[src/rtl/mmio_apu_regs.sv]
// mmio_apu_regs: MMIO register block for the APU (control, sample tick divider, channel config, command FIFO)
module mmio_apu_regs #(
  parameter logic [7:0] BASE       = 8'h09,
  parameter int         FIFO_DEPTH = 8
) (
  input  logic         clk,
  input  logic         rst,
  input  logic [31:0]  s_addr,
  input  logic         s_en,
  input  logic         s_we,
  input  logic [31:0]  s_wdata,
  output logic [31:0]  s_rdata,
  output logic         apu_enable,
  output logic         tick,
  output logic [127:0] ch_cfg,
  output logic         cmd_valid,
  output logic [31:0]  cmd_data,
  input  logic         cmd_ready,
  output logic         irq
);
  localparam int AW = $clog2(FIFO_DEPTH);
  logic [1:0]        r_ctrl;
  logic              r_irq_pend, r_ovf;
  logic [15:0]       r_tick_div, r_div_cnt;
  logic [31:0]       r_tick_cnt, r_rdata;
  logic [3:0][31:0]  r_ch_cfg;
  logic [31:0]       r_mem [FIFO_DEPTH];
  logic [AW-1:0]     r_wr_ptr, r_rd_ptr;
  logic [AW:0]       r_count;
  logic              w_acc, w_wr, w_rd, w_st, w_tick, w_pop, w_push_req, w_push, w_unused;
  logic [5:0]        w_off;
  logic [31:0]       w_rd_val;
  assign w_acc      = s_en && s_addr[31:24] == BASE;
  assign w_wr       = w_acc && s_we;
  assign w_rd       = w_acc && !s_we;
  assign w_off      = s_addr[7:2];
  assign w_st       = w_wr && w_off == 6'h01;
  assign w_tick     = r_ctrl[0] && r_div_cnt == r_tick_div;
  assign w_pop      = cmd_valid && cmd_ready;
  assign w_push_req = w_wr && w_off == 6'h04;
  // count is at most FIFO_DEPTH, so its MSB alone marks full
  assign w_push     = w_push_req && (!r_count[AW] || w_pop);
  assign w_unused   = ^{s_addr[23:8], s_addr[1:0]};
  assign s_rdata    = r_rdata;
  assign apu_enable = r_ctrl[0];
  assign tick       = w_tick;
  assign ch_cfg     = r_ch_cfg;
  assign irq        = r_irq_pend && r_ctrl[1];
  assign cmd_valid  = r_count != '0;
  assign cmd_data   = r_mem[r_rd_ptr];
  always_comb begin
    w_rd_val = '0;
    case (w_off)
      6'h00:                      w_rd_val = {30'b0, r_ctrl};
      6'h01:                      w_rd_val = {16'b0, 8'(r_count), 6'b0, r_ovf, r_irq_pend};
      6'h02:                      w_rd_val = {16'b0, r_tick_div};
      6'h03:                      w_rd_val = r_tick_cnt;
      6'h08, 6'h09, 6'h0A, 6'h0B: w_rd_val = r_ch_cfg[w_off[1:0]];
      default:                    w_rd_val = '0;
    endcase
  end
  always_ff @(posedge clk) begin
    if (rst) begin
      r_ctrl     <= '0;
      r_irq_pend <= 1'b0;
      r_ovf      <= 1'b0;
      r_tick_div <= '0;
      r_div_cnt  <= '0;
      r_tick_cnt <= '0;
      r_ch_cfg   <= '0;
      r_wr_ptr   <= '0;
      r_rd_ptr   <= '0;
      r_count    <= '0;
      r_rdata    <= '0;
    end else begin
      if (w_rd) r_rdata <= w_rd_val;
      if (w_wr && w_off == 6'h00) r_ctrl <= s_wdata[1:0];
      if (w_wr && w_off == 6'h02) r_tick_div <= s_wdata[15:0];
      if (w_wr && w_off[5:2] == 4'h2) r_ch_cfg[w_off[1:0]] <= s_wdata;
      // sticky flags: a same-cycle set beats the write-one-to-clear
      r_irq_pend <= (w_tick && r_ctrl[1]) || (r_irq_pend && !(w_st && s_wdata[0]));
      r_ovf      <= (w_push_req && !w_push) || (r_ovf && !(w_st && s_wdata[1]));
      r_div_cnt  <= (!r_ctrl[0] || w_tick || (w_wr && w_off == 6'h02)) ? '0 : r_div_cnt + 16'd1;
      if (w_tick) r_tick_cnt <= r_tick_cnt + 32'd1;
      if (w_push) r_wr_ptr <= r_wr_ptr + AW'(1);
      if (w_pop) r_rd_ptr <= r_rd_ptr + AW'(1);
      r_count <= r_count + (AW+1)'(w_push) - (AW+1)'(w_pop);
    end
  end
  always_ff @(posedge clk) begin
    if (w_push) r_mem[r_wr_ptr] <= s_wdata;
  end
endmodule

[config.mk]
export PLATFORM = sky130hd
export DESIGN_NAME = mmio_apu_regs
export DESIGN_NICKNAME = d
export VERILOG_FILES = /design/src/rtl/mmio_apu_regs.sv
export SDC_FILE = /design/constraint.sdc
export NUM_CORES = 1
export LEC_CHECK = 0
export ABC_CLOCK_PERIOD_IN_PS = 6450
export BUFFER_PORTS_ARGS = -buffer_cell sky130_fd_sc_hd__buf_2
export CORE_UTILIZATION = 49
export DETAILED_ROUTE_END_ITERATION = 12
export GPL_ROUTABILITY_DRIVEN = 0
export GPL_TIMING_DRIVEN = 0
export PLACE_DENSITY = 0.74
export SLEW_MARGIN = 25
export SYNTH_ARGS = -nofsm -noshare
export SYNTH_HDL_FRONTEND = slang
export SYNTH_SLANG_ARGS = --single-unit
[constraint.sdc]
create_clock -name clk -period 6.45 [get_ports clk]
set_input_delay 1.29 -clock clk [delete_from_list [all_inputs] [get_ports clk]]
set_output_delay 1.29 -clock clk [all_outputs]
set_load 0.01 [all_outputs]
* Yosys cells after proc, flatten, opt, wreduce, memory -nomap -nowiden *
Memory sizes are Yosys's and may differ from the RTL's. A register that Yosys moved wholly into a read port is not among the register bits.
Index checks and enable logic that the tools add are counted.

cells by class
  add/subtract/negate cells = 6
  $lt $le $gt $ge = 2
  equality and inequality tests = 11
  mux-type cells = 10
  reductions and logical operators = 34

operators with widths
  cell                     number
  $pmux W32 S5             1
  $bwmux W128              1
  $bmux W32 S2             1
  $demux W32 S2            1
  $mux W32                 2
  $add A32 B1 Y32 const B  1
  $eq A6 B4 Y1 const B     4
  $logic_and A1 B1 Y1      19
  $add A16 B1 Y16 const B  1
  $eq A16 B16 Y1           1
  $eq A6 B2 Y1 const B     2
  $eq A8 B4 Y1 const B     1
  $add A3 B1 Y3 const B    2
  $eq A6 B1 Y1 const B     1
  $eq A6 B3 Y1 const B     1
  $logic_not A1 Y1         6
  $logic_not A6 Y1         1
  $mux W3                  2
  $logic_or A1 B1 Y1       5
  $add A4 B1 Y4            1
  $eq A4 B2 Y1 const B     1
  $reduce_bool A4 Y1       1
  $reduce_or A4 Y1         1
  $sub A4 B1 Y4            1
  other kinds (4)          5

word-level totals
  flip-flop bits (word level) = 238
  bits in writable memories = 256
  input bits = 69
  memories kept = 1

memories
  memory  depth  bits a word  rd ports  clocked after memory_dff  wr ports  RTL line  source
  r_mem   8      32           1         1                         1         27        logic [31:0] r_mem [FIFO_DEPTH];

* Longest topological paths before layout *
  depth after elaboration = 8
  mapped depth = 13

* Worst setup path after synthesis *
Ideal clock, no wire load.

  path kind = input port to flip-flop
  from = in s_addr[29]
  to = mem r_mem[0][0] (enable)
  library setup time = 0.461 ns
  data arrival time = 4.539 ns
  required time = 5.989 ns
  setup slack = 1.450 ns
  cell stages on the path = 5
  path buffers = 0
  path through = nor4b_1 -> nand4_1 -> nor3_1 -> nand2b_1 -> nor3_1

between the ends
  cells in the longest elaborated chain, start to end = 7

RTL lines
  item                           RTL line  source
  start: declaration             8         input logic [31:0] s_addr,
  $eq A8 B4 Y1                   33        assign w_acc = s_en && s_addr[31:24] == BASE;
  $logic_and A1 B1 Y1            33
  $logic_and A1 B1 Y1            34        assign w_wr = w_acc && s_we;
  $logic_and A1 B1 Y1            40        assign w_push_req = w_wr && w_off == 6'h04;
  $logic_and A1 B1 Y1            42        assign w_push = w_push_req && (!r_count[AW] || w_pop);
  $mux W1                        91        if (w_push) r_mem[r_wr_ptr] <= s_wdata;
  $mux W1 (implied by the code)  91
  end: declaration               27

Every way passes these cells.

* Worst setup path in the final report *
  from = reg r_tick_div[6]
  to = out tick

between the ends
  cells in the longest elaborated chain, start to end = 2

RTL lines
  item                      RTL line  source
  start: declaration        24        logic [15:0] r_tick_div, r_div_cnt;
  start signal: assignment  78        if (w_wr && w_off == 6'h02) r_tick_div <= s_wdata[15:0];
  $eq A16 B16 Y1            38        assign w_tick = r_ctrl[0] && r_div_cnt == r_tick_div;
  $logic_and A1 B1 Y1       38
  end: declaration          14        output logic tick,

Every way passes these cells.

==> results_dict.tcl <==
set metrics [dict create \
    cts.sinks 497 \
    utilization_pct 59.0 \
    ys_seq_elements 497 \
    first_iter_violations 2050 \
    hold_buffers 0 \
    layout.nets 2018 \
    first_global_vias 14700 \
    die_y_um 205 \
    critPathBufInv 2 \
    cp.arrival_ps 3080 \
    worst_slew_pin_slew_ps 1090 \
    fin_crit_sh_pct 67.8 \
    wl_per_cell_um 24.8 \
    slew_headroom_pct 27.2 \
    firstDrtPassIters 9 \
    cap_violations 0 \
    synth_ff_type "edfxtp_1" \
    cp.depth 6 \
    path_clk_slew_ps 60 \
    worstSetupStartpointType "register" \
    netlist_area_mm2 0.0202 \
    path_max_fanout 10 \
    rows 74 \
    slowest_delay_ps 580 \
    cts_buffers 49 \
    syn_area_per_cell_um2 12.4 \
    synth.top_cells.by_area "edfxtp_1 (38%), dfxtp_1 (24%), mux4_2 (11%), nand2_1 (6.0%), a21oi_1 (4.8%)" \
    routed_wl_mm 62.2 \
    crit_type "register to output pin" \
    vias 15400 \
    nFillCells 3193 \
    ys_types 49 \
    min_path_type "register to register" \
    port-buffer-count 244 \
    grt_max_degree 18 \
    endpoint_kind "output pin" \
    min_path_cells 2 \
    path_cells "xor2_1 -> nor4_2 -> nand3_2 -> clkbuf_1 -> nor2_1 -> buf_2" \
    seqCellArea_mm2 0.0125 \
    slew_violations 0 \
    coreArea_mm2 0.0407 \
    synth_most_common_cell "nand2_1" \
    antenna_found_initial 0 \
    power.density_mw_per_mm2 297 \
    rrSetupSlack_ps 3260 \
    synth-edff-count 256 \
    syn_to_final_growth_pct 19.0 \
    worstRegToRegCells 9 \
    final_hold_viol_count 0 \
    ios 265 \
    postRouteAntennaNets 0 \
    worstPathRequired_ps 5160 \
    status "finished, final reports clean" \
    synth_warnings 0 \
    finClkSkew_ps 31.3 \
    holdWs_ps 468 \
    vias_per_cell 6.15 \
    grtUsageTotal_pct 29.4 \
    cts_tree "done" \
    finalSetupViolCount 0 \
    cp_top_family "simple AND/OR/NAND/NOR gates" \
    syn_inst 1626 \
    start_util_pct 49.6 \
    drive_above_1_share_pct 25.7 \
    die_area_mm2 0.0420 \
    die_w_um 205 \
    clk_latency_ps 600 \
    cellLeakagePower_nw 8.32 \
    async_flop_share_pct 0 \
    cp_slowest_cell "nor4_2" \
    ctsResizeCount 0 \
    yosysTopAreaCell "edfxtp_1" \
    grt_overflow 0 \
    max_clock_freq_ghz 0.229 \
    diodes 0 \
    grt_first_pass_wirelength_mm 90.6 \
    synth_top_area_share_pct 38.1 \
    drc 0 \
    ir_drop_mv 0.204 \
    multiInputGateArea_mm2 0.00725 \
    synthTopCellsByCount "nand2_1 (323), edfxtp_1 (256), dfxtp_1 (241), a21oi_1 (193), mux4_2 (96)" \
    syn_nets 1705 \
    clk_path_buf_depth 3 \
    yosysSeqAreaShare_pct 61.9 \
    dp_hpwl_mm 44.2 \
    htreeDepth 2 \
    postCtsSetupBuffers 0 \
    root_buffer "clkbuf_16" \
    rsz0062_at_grt "false" \
    min_period_ps 4370 \
]
[metrics by stage]
stage          total power [W]  setup slack (ps)  std cells  area [um2]  TNS, ps
2_1_floorplan          0.00406              1450       1626       20200        0
3_3_place_gp           0.00435              -810       2402       22100   -50900
3_5_place_dp           0.00437              2140       2420       22400        0
4_1_cts                0.00717              2140       2510       24000        0
5_1_grt                0.00736              2040       2510       24000        0
6_report               0.00714              2080       2510       24000        0
[flip-flops by register name, indices dropped and copies added, names as in the netlist, named ones only]
name / count
r_count: 4
r_rd_ptr: 3
r_div_cnt: 16
ch_cfg: 128
r_tick_div: 16
r_irq_pend: 1
r_ctrl: 2
s_rdata: 32
r_tick_cnt: 32
r_wr_ptr: 3
r_mem: 256
r_ovf: 1
[path summary, 6_finish.rpt]
path                 start           end
max          r_tick_div[6]          tick
min             ch_cfg[29]    ch_cfg[29]
max reg2reg     r_count[2]  r_mem[0][10]
min reg2reg     ch_cfg[29]    ch_cfg[29]
[layer usage]
layer,GRT usage (%),vias up,routed length (um)
met2,47.6,1038,29700
met1,37.8,7553,22900
li1,-,6661,-
met4,14.5,0,3020
met5,0,-,0
met3,5.95,194,6620
[worst register-to-register path, stage by stage (launching register included)]
cell and delay (ps):
dfxtp_1 360, inv_1 70, ha_1 190, or3b_2 240, a21oi_1 140, nor3_1 430
nand2b_1 360, nor3_2 660, buf_6 250, buf_6 160
[placed cells by master, fill, tap and decap left out, drive strengths merged, types with 14 or more instances in the layout]
| cell | n |
|---|---|
| nand2 | 323 |
| nand4 | 26 |
| a21oi | 193 |
| or4 | 29 |
| edfxtp | 256 |
| dfxtp | 241 |
| inv | 14 |
| xor2 | 27 |
| o31ai | 28 |
| mux4 | 96 |
| a22o | 16 |
| a22oi | 28 |
| clkbuf | 164 |
| nor2 | 73 |
| mux2 | 32 |
| nand3 | 23 |
| buf | 285 |
[power breakdown]
group	switching, W	internal (W)	total [W]
logic	0.000501	0.000446	0.000947
registers	0.0000173	0.00334	0.00336
clock network	0.00122	0.00162	0.00284
[area by class of cell]
class / count / area share [%]
plain buffers: 112 / 1.86
clock buffers: 75 / 5.96
clock inverters: 15 / 0.656
inverters: 13 / 0.203
multi-input cells: 1004 / 30.2
flip-flops and latches: 497 / 52.0
well taps: 532 / 2.77
repair buffers: 262 / 6.35
[kinds of logic after synthesis]
| kind of cell | Yosys count | synth area share [%] |
|---|---|---|
| xor+xnor | 35 | 1.52 |
| mux | 133 | 12.7 |
| simple gates | 532 | 12.1 |
| fa+ha+maj | 10 | 0.657 |
| compound gates | 294 | 8.65 |
| flops | 497 | 61.9 |
| buf+inv | 125 | 2.45 |
No activity file was read; power rests on OpenSTA's default activity.
